[src/rtl/RAM_2Port.sv]
// Simple dual-port RAM with a registered read port. The contents and the
// read-side registers are not reset.
module RAM_2Port #(
  parameter int WIDTH = 8,
  parameter int DEPTH = 256
) (
  input  logic                     i_Wr_Clk,
  input  logic [$clog2(DEPTH)-1:0] i_Wr_Addr,
  input  logic                     i_Wr_DV,
  input  logic [WIDTH-1:0]         i_Wr_Data,
  input  logic                     i_Rd_Clk,
  input  logic [$clog2(DEPTH)-1:0] i_Rd_Addr,
  input  logic                     i_Rd_En,
  output logic                     o_Rd_DV,
  output logic [WIDTH-1:0]         o_Rd_Data
);

  logic [WIDTH-1:0] r_mem [0:DEPTH-1];

  // Write port: store data on a write strobe
  always_ff @(posedge i_Wr_Clk) begin
    if (i_Wr_DV) begin
      r_mem[i_Wr_Addr] <= i_Wr_Data;
    end
  end

  // Read port: one-cycle registered read, valid follows the enable
  always_ff @(posedge i_Rd_Clk) begin
    o_Rd_DV <= i_Rd_En;
    if (i_Rd_En) begin
      o_Rd_Data <= r_mem[i_Rd_Addr];
    end
  end

endmodule

[src/rtl/ram_fifo_ctrl.sv]
// Synchronous FIFO controller around RAM_2Port. Pointers wrap explicitly at
// DEPTH-1, so DEPTH need not be a power of two. Flags are decoded from the
// registered count; rejected accesses leave all state untouched and raise a
// one-cycle error pulse.
module ram_fifo_ctrl #(
  parameter int WIDTH    = 8,
  parameter int DEPTH    = 256,
  parameter int AF_LEVEL = DEPTH - 4,
  parameter int AE_LEVEL = 4
) (
  input  logic                       i_Clk,
  input  logic                       i_Rst_L,
  input  logic                       i_Wr_DV,
  input  logic [WIDTH-1:0]           i_Wr_Data,
  input  logic                       i_Rd_En,
  output logic                       o_Rd_DV,
  output logic [WIDTH-1:0]           o_Rd_Data,
  output logic [$clog2(DEPTH+1)-1:0] o_Count,
  output logic                       o_Full,
  output logic                       o_Empty,
  output logic                       o_AF,
  output logic                       o_AE,
  output logic                       o_Wr_Err,
  output logic                       o_Rd_Err
);

  localparam int AW = (DEPTH > 1) ? $clog2(DEPTH) : 1;
  localparam int CW = $clog2(DEPTH + 1);

  localparam logic [AW-1:0] LAST_ADDR = AW'(DEPTH - 1);
  localparam logic [CW-1:0] FULL_CNT  = CW'(DEPTH);
  localparam logic [CW-1:0] AF_CNT    = CW'(AF_LEVEL);
  localparam logic [CW-1:0] AE_CNT    = CW'(AE_LEVEL);

  logic [AW-1:0]    r_wr_ptr;
  logic [AW-1:0]    r_rd_ptr;
  logic [CW-1:0]    r_count;
  logic             r_rd_dv;
  logic             r_wr_err;
  logic             r_rd_err;

  logic             w_full;
  logic             w_empty;
  logic             w_wr_acc;
  logic             w_rd_acc;
  logic [WIDTH-1:0] w_ram_data;
  logic             w_unused_ram_dv;

  function automatic logic [AW-1:0] f_next_ptr(input logic [AW-1:0] p);
    return (p == LAST_ADDR) ? '0 : p + AW'(1);
  endfunction

  // Acceptance uses the flags as they stood before the edge
  assign w_full   = (r_count == FULL_CNT);
  assign w_empty  = (r_count == '0);
  assign w_wr_acc = i_Wr_DV & ~w_full;
  assign w_rd_acc = i_Rd_En & ~w_empty;

  // Pointer advance on accepted accesses, wrapping at DEPTH-1
  always_ff @(posedge i_Clk or negedge i_Rst_L) begin
    if (!i_Rst_L) begin
      r_wr_ptr <= '0;
      r_rd_ptr <= '0;
    end else begin
      if (w_wr_acc) r_wr_ptr <= f_next_ptr(r_wr_ptr);
      if (w_rd_acc) r_rd_ptr <= f_next_ptr(r_rd_ptr);
    end
  end

  // Occupancy: +1 write only, -1 read only, unchanged otherwise
  always_ff @(posedge i_Clk or negedge i_Rst_L) begin
    if (!i_Rst_L) begin
      r_count <= '0;
    end else begin
      case ({w_wr_acc, w_rd_acc})
        2'b10:   r_count <= r_count + CW'(1);
        2'b01:   r_count <= r_count - CW'(1);
        default: r_count <= r_count;
      endcase
    end
  end

  // Read-valid and error pulses; the valid is our own resettable copy so a
  // read in flight at reset never produces a strobe afterwards
  always_ff @(posedge i_Clk or negedge i_Rst_L) begin
    if (!i_Rst_L) begin
      r_rd_dv  <= 1'b0;
      r_wr_err <= 1'b0;
      r_rd_err <= 1'b0;
    end else begin
      r_rd_dv  <= w_rd_acc;
      r_wr_err <= i_Wr_DV & w_full;
      r_rd_err <= i_Rd_En & w_empty;
    end
  end

  RAM_2Port #(
    .WIDTH(WIDTH),
    .DEPTH(DEPTH)
  ) u_ram (
    .i_Wr_Clk  (i_Clk),
    .i_Wr_Addr (r_wr_ptr),
    .i_Wr_DV   (w_wr_acc),
    .i_Wr_Data (i_Wr_Data),
    .i_Rd_Clk  (i_Clk),
    .i_Rd_Addr (r_rd_ptr),
    .i_Rd_En   (w_rd_acc),
    .o_Rd_DV   (w_unused_ram_dv),
    .o_Rd_Data (w_ram_data)
  );

  // RAM output register is unreset; mask it so data reads as zero in reset
  assign o_Rd_Data = r_rd_dv ? w_ram_data : '0;
  assign o_Rd_DV   = r_rd_dv;
  assign o_Count   = r_count;
  assign o_Full    = w_full;
  assign o_Empty   = w_empty;
  assign o_AF      = (r_count >= AF_CNT);
  assign o_AE      = (r_count <= AE_CNT);
  assign o_Wr_Err  = r_wr_err;
  assign o_Rd_Err  = r_rd_err;

endmodule

[config.mk]
export PLATFORM = sky130hd
export DESIGN_NAME = ram_fifo_ctrl
export DESIGN_NICKNAME = d
export VERILOG_FILES = /design/src/rtl/RAM_2Port.sv /design/src/rtl/ram_fifo_ctrl.sv
export SDC_FILE = /design/constraint.sdc
export NUM_CORES = 2
export LEC_CHECK = 0
export ABC_AREA = 1
export BUFFER_PORTS_ARGS = -buffer_cell sky130_fd_sc_hd__buf_4
export CAP_MARGIN = 20
export CORE_MARGIN = 2
export CORE_UTILIZATION = 60
export CTS_CLUSTER_SIZE = 24
export DETAILED_ROUTE_END_ITERATION = 10
export GPL_TIMING_DRIVEN = 1
export PLACE_DENSITY = 0.75
export SLEW_MARGIN = 20
export SYNTH_ARGS = -nofsm -noshare
export SYNTH_HDL_FRONTEND = slang
export SYNTH_SLANG_ARGS = --single-unit
[constraint.sdc]
create_clock -name i_Clk -period 5.9 [get_ports i_Clk]
set_input_delay 1.18 -clock i_Clk [delete_from_list [all_inputs] [get_ports i_Clk]]
set_output_delay 1.18 -clock i_Clk [all_outputs]
set_load 0.02 [all_outputs]
==> results.cfg <==
[outcome]
status = finished, final reports clean

[synth]
synth_area_per_cell_sq_um = 10.8
async_flop_share_pct = 1.34
synthTopCellsByCount = 2250 x nand2_1, 2056 x edfxtp_1, 1232 x nor2_1, 715 x nand3_1, 617 x inv_1
synth-edff-count = 2056
yosysWarnings = 0
ys_top_cells_by_area = edfxtp_1 70%, nand2_1 9.6%, nor2_1 5.2%
ys_ff_latch = 2084
synth.distinct_cells = 32
yosys.cell_count.top_type = nand2_1
synthCells = 8145
syn-cell-area_sq_um = 88100
synth_top_cell_by_area = edfxtp_1
yosysSeqAreaShare_pct = 70.8
synthFlopType = edfxtp_1
synth.top_cell.area_share_pct = 70.0
synth_nets = 8171

[grt]
grt.overflow.total = 0
antenna_found_initial = 5
grt_pass1_vias = 56900
grt_max_degree = 231
grt_usage_pct = 29.8
grt_pass1_wl_um = 338000

[floorplan]
chipWidth_um = 387
io_pins = 36
die_y_um = 387
core_region_area_sq_um = 146000
die_area_sq_um = 150000
initial_core_util_pct = 60.5
num_rows = 140

[worst_setup_path]
crit_slowest_cell = nand3_2
cp.required_ns = 6.36
start_kind = register
cp-end-kind = register
reg2reg_to = u_ram.r_mem[67][7]$_DFFE_PP_
ff2ff_path_depth = 8
cpMostUsedCell = nor2_1
r2r_slack_ns = 1.96
slowest_delay_ns = 1.02
crit_chain = inv_1, nand3_1, nor2_1, nand4_1, nand2_1, nor2_1, nand3_2, nor2_1
reg2reg_from = o_Count[4]$_DFFE_PN0P_
arrival_ns = 4.41
path_max_fanout = 16
worstSetupPathType = register to register

[layout]
nets = 8025
area_growth_pct = 8.49
multi_input_area_sq_um = 20900
post_route_cells_drive_above_1_share_pct = 5.10
fillers = 10600
ff_latch_area_sq_um = 62500

[clock_network]
clkLatencyLatePin_ns = 0.84
cts_made_buffers = 197
ctsHoldBuffers = 0
post-cts-setup-buffers = 0
tritoncts = built
cts.repair.resized = 0
cts-root-buf = clkbuf_16
clkTransAtPathRegs_ns = 0.06
clkSinkCount = 2084
cts_max_level = 4
clock_path_buffers = 3

[power]
power_frac_seq_pct = 41.4
combPwrFrac_pct = 28.5
p_leak_nw = 36.0
powerDensity_nw_per_um2 = 426
power.share.switching_pct = 35.2
p_clk_share_pct = 30.0
peakVddDrop_v = 0.000422
internal_power_mw = 26.4
p_switching_mw = 14.3

[timing]
slew_headroom_pct = 13.3
finClkSkew_ns = 0.0282
setup_violations = 0
timing.final.crit_period_ns = 3.94
maxSlewViolCount = 0
worst_pin_slew_ns = 1.30
worst_slack_ns = 1.96
max_freq_mhz = 254
hold_viol = 0
final.period_utilization_pct = 66.8
tns_ns = 0
rsz0062_at_grt = no

[place]
port_buffers = 35
hpwl_um = 127000
dp_slack_ns = 1.61
globalplace.congestion = 0.920

[route]
drcViolationCount = 0
wl_per_cell_um = 22.4
vias_per_cell = 5.88
drtPass1Iterations = 8
routed_wl_um = 226000
drt_iter0_drc = 8453
final_antenna_net_count = 0
via_count = 59300

[min_path]
hold_path.class = primary input to async pin

[job]
drv_cap = 0
registers in the layout, indices dropped and copies added (netlist names):
name,cells
o_Count,9
o_Rd_DV,1
o_Rd_Err,1
o_Wr_Err,1
r_rd_ptr,8
r_wr_ptr,8
u_ram.o_Rd_Data,8
u_ram.r_mem,2048
layout by cell type (no fill, tap or decap), drive strengths merged:
cell,netlist,routed
a21oi,97,97
and3,1,1
buf,336,120
bufinv,0,13
clkbuf,129,257
clkinv,8,84
clkinvlp,0,7
dfrtp,28,28
diode,0,5
edfxtp,2056,2056
fa,1,1
ha,13,13
inv,624,629
nand2,2250,2250
nand3,715,715
nand4,15,15
nor2,1233,1233
nor3,3,3
nor4,3,3
o211ai,58,58
o21ai,538,538
o22ai,7,7
o31ai,2,2
or2,18,18
xnor2,2,2
xor2,8,8
per-layer routing:
layer / vias to the layer above / wire length (um) / track usage (%)
met4: 8 / 10000 / 13.8
met3: 588 / 24300 / 5.80
met5: - / 61 / 0
li1: 27000 / - / -
met2: 3518 / 106000 / 47.1
met1: 28200 / 86000 / 40.4
critical path, delay by kind of cell (launching register included):
kind	cells	cell delay (ns)
buffers and inverters	1	0.09
DFF	1	0.40
and+or+nand+nor	7	3.05
cell families after synthesis:
family,after synthesis,synth area share [%]
flip-flops,2084,70.8
AO/OA/AOI/OAI,702,4.17
buffers and inverters,1097,5.50
XOR/XNOR,10,0.0994
adder cells (fa/ha/maj),14,0.207
AND/OR/NAND/NOR,4238,19.2
power by group through the flow:
stage,clock [mW],sequential [mW],combinational (mW)
finish,12.2,16.9,11.6
floorplan,0,17.0,7.52
global route,12.8,16.9,12.5
detailed placement,0,17.2,11.3
CTS,12.3,16.9,11.4
global placement,0,17.2,11.1
cell type report:
type                            count  area share (%)
Sequential cell                  2084            65.3
Multi-Input combinational cell   4964            21.9
Clock buffer                      257            5.52
Tap cell                         1917            2.51
Inverter                          632            2.50
Timing Repair Buffer              120            1.37
Clock inverter                    101           0.908
Antenna cell                        5          0.0131
metrics by stage:
step                hold WS, ns  util, %  instances  power [mW]  area [sq um]
floorplan                 0.502        -       8145        24.5         88100
global placement          0.517     61.4       9715        28.3         89400
detailed placement        0.536     61.4       9716        28.4         89400
CTS                       0.249     65.6      10100        40.5         95600
global route              0.287     65.6      10100        42.2         95600
finish                    0.278     65.6      10100        40.8         95600
how the worst max path moves through the flow:
stage                                 startpoint                       endpoint  slack, ns  depth (start not counted)
after CTS                 o_Count[5]$_DFFE_PN0P_  u_ram.r_mem[147][3]$_DFFE_PP_       2.06                          8
after global routing      o_Count[5]$_DFFE_PN0P_   u_ram.r_mem[35][2]$_DFFE_PP_       1.86                          8
final                     o_Count[4]$_DFFE_PN0P_   u_ram.r_mem[67][7]$_DFFE_PP_       1.96                          8
after detailed placement                 i_Wr_DV  u_ram.r_mem[115][7]$_DFFE_PP_       1.61                          5
after global placement                   i_Wr_DV   u_ram.r_mem[49][2]$_DFFE_PP_       1.60                          6
after floorplan           o_Count[6]$_DFFE_PN0P_         o_Count[6]$_DFFE_PN0P_       2.29                         16
(Power assumes the default switching activity.)
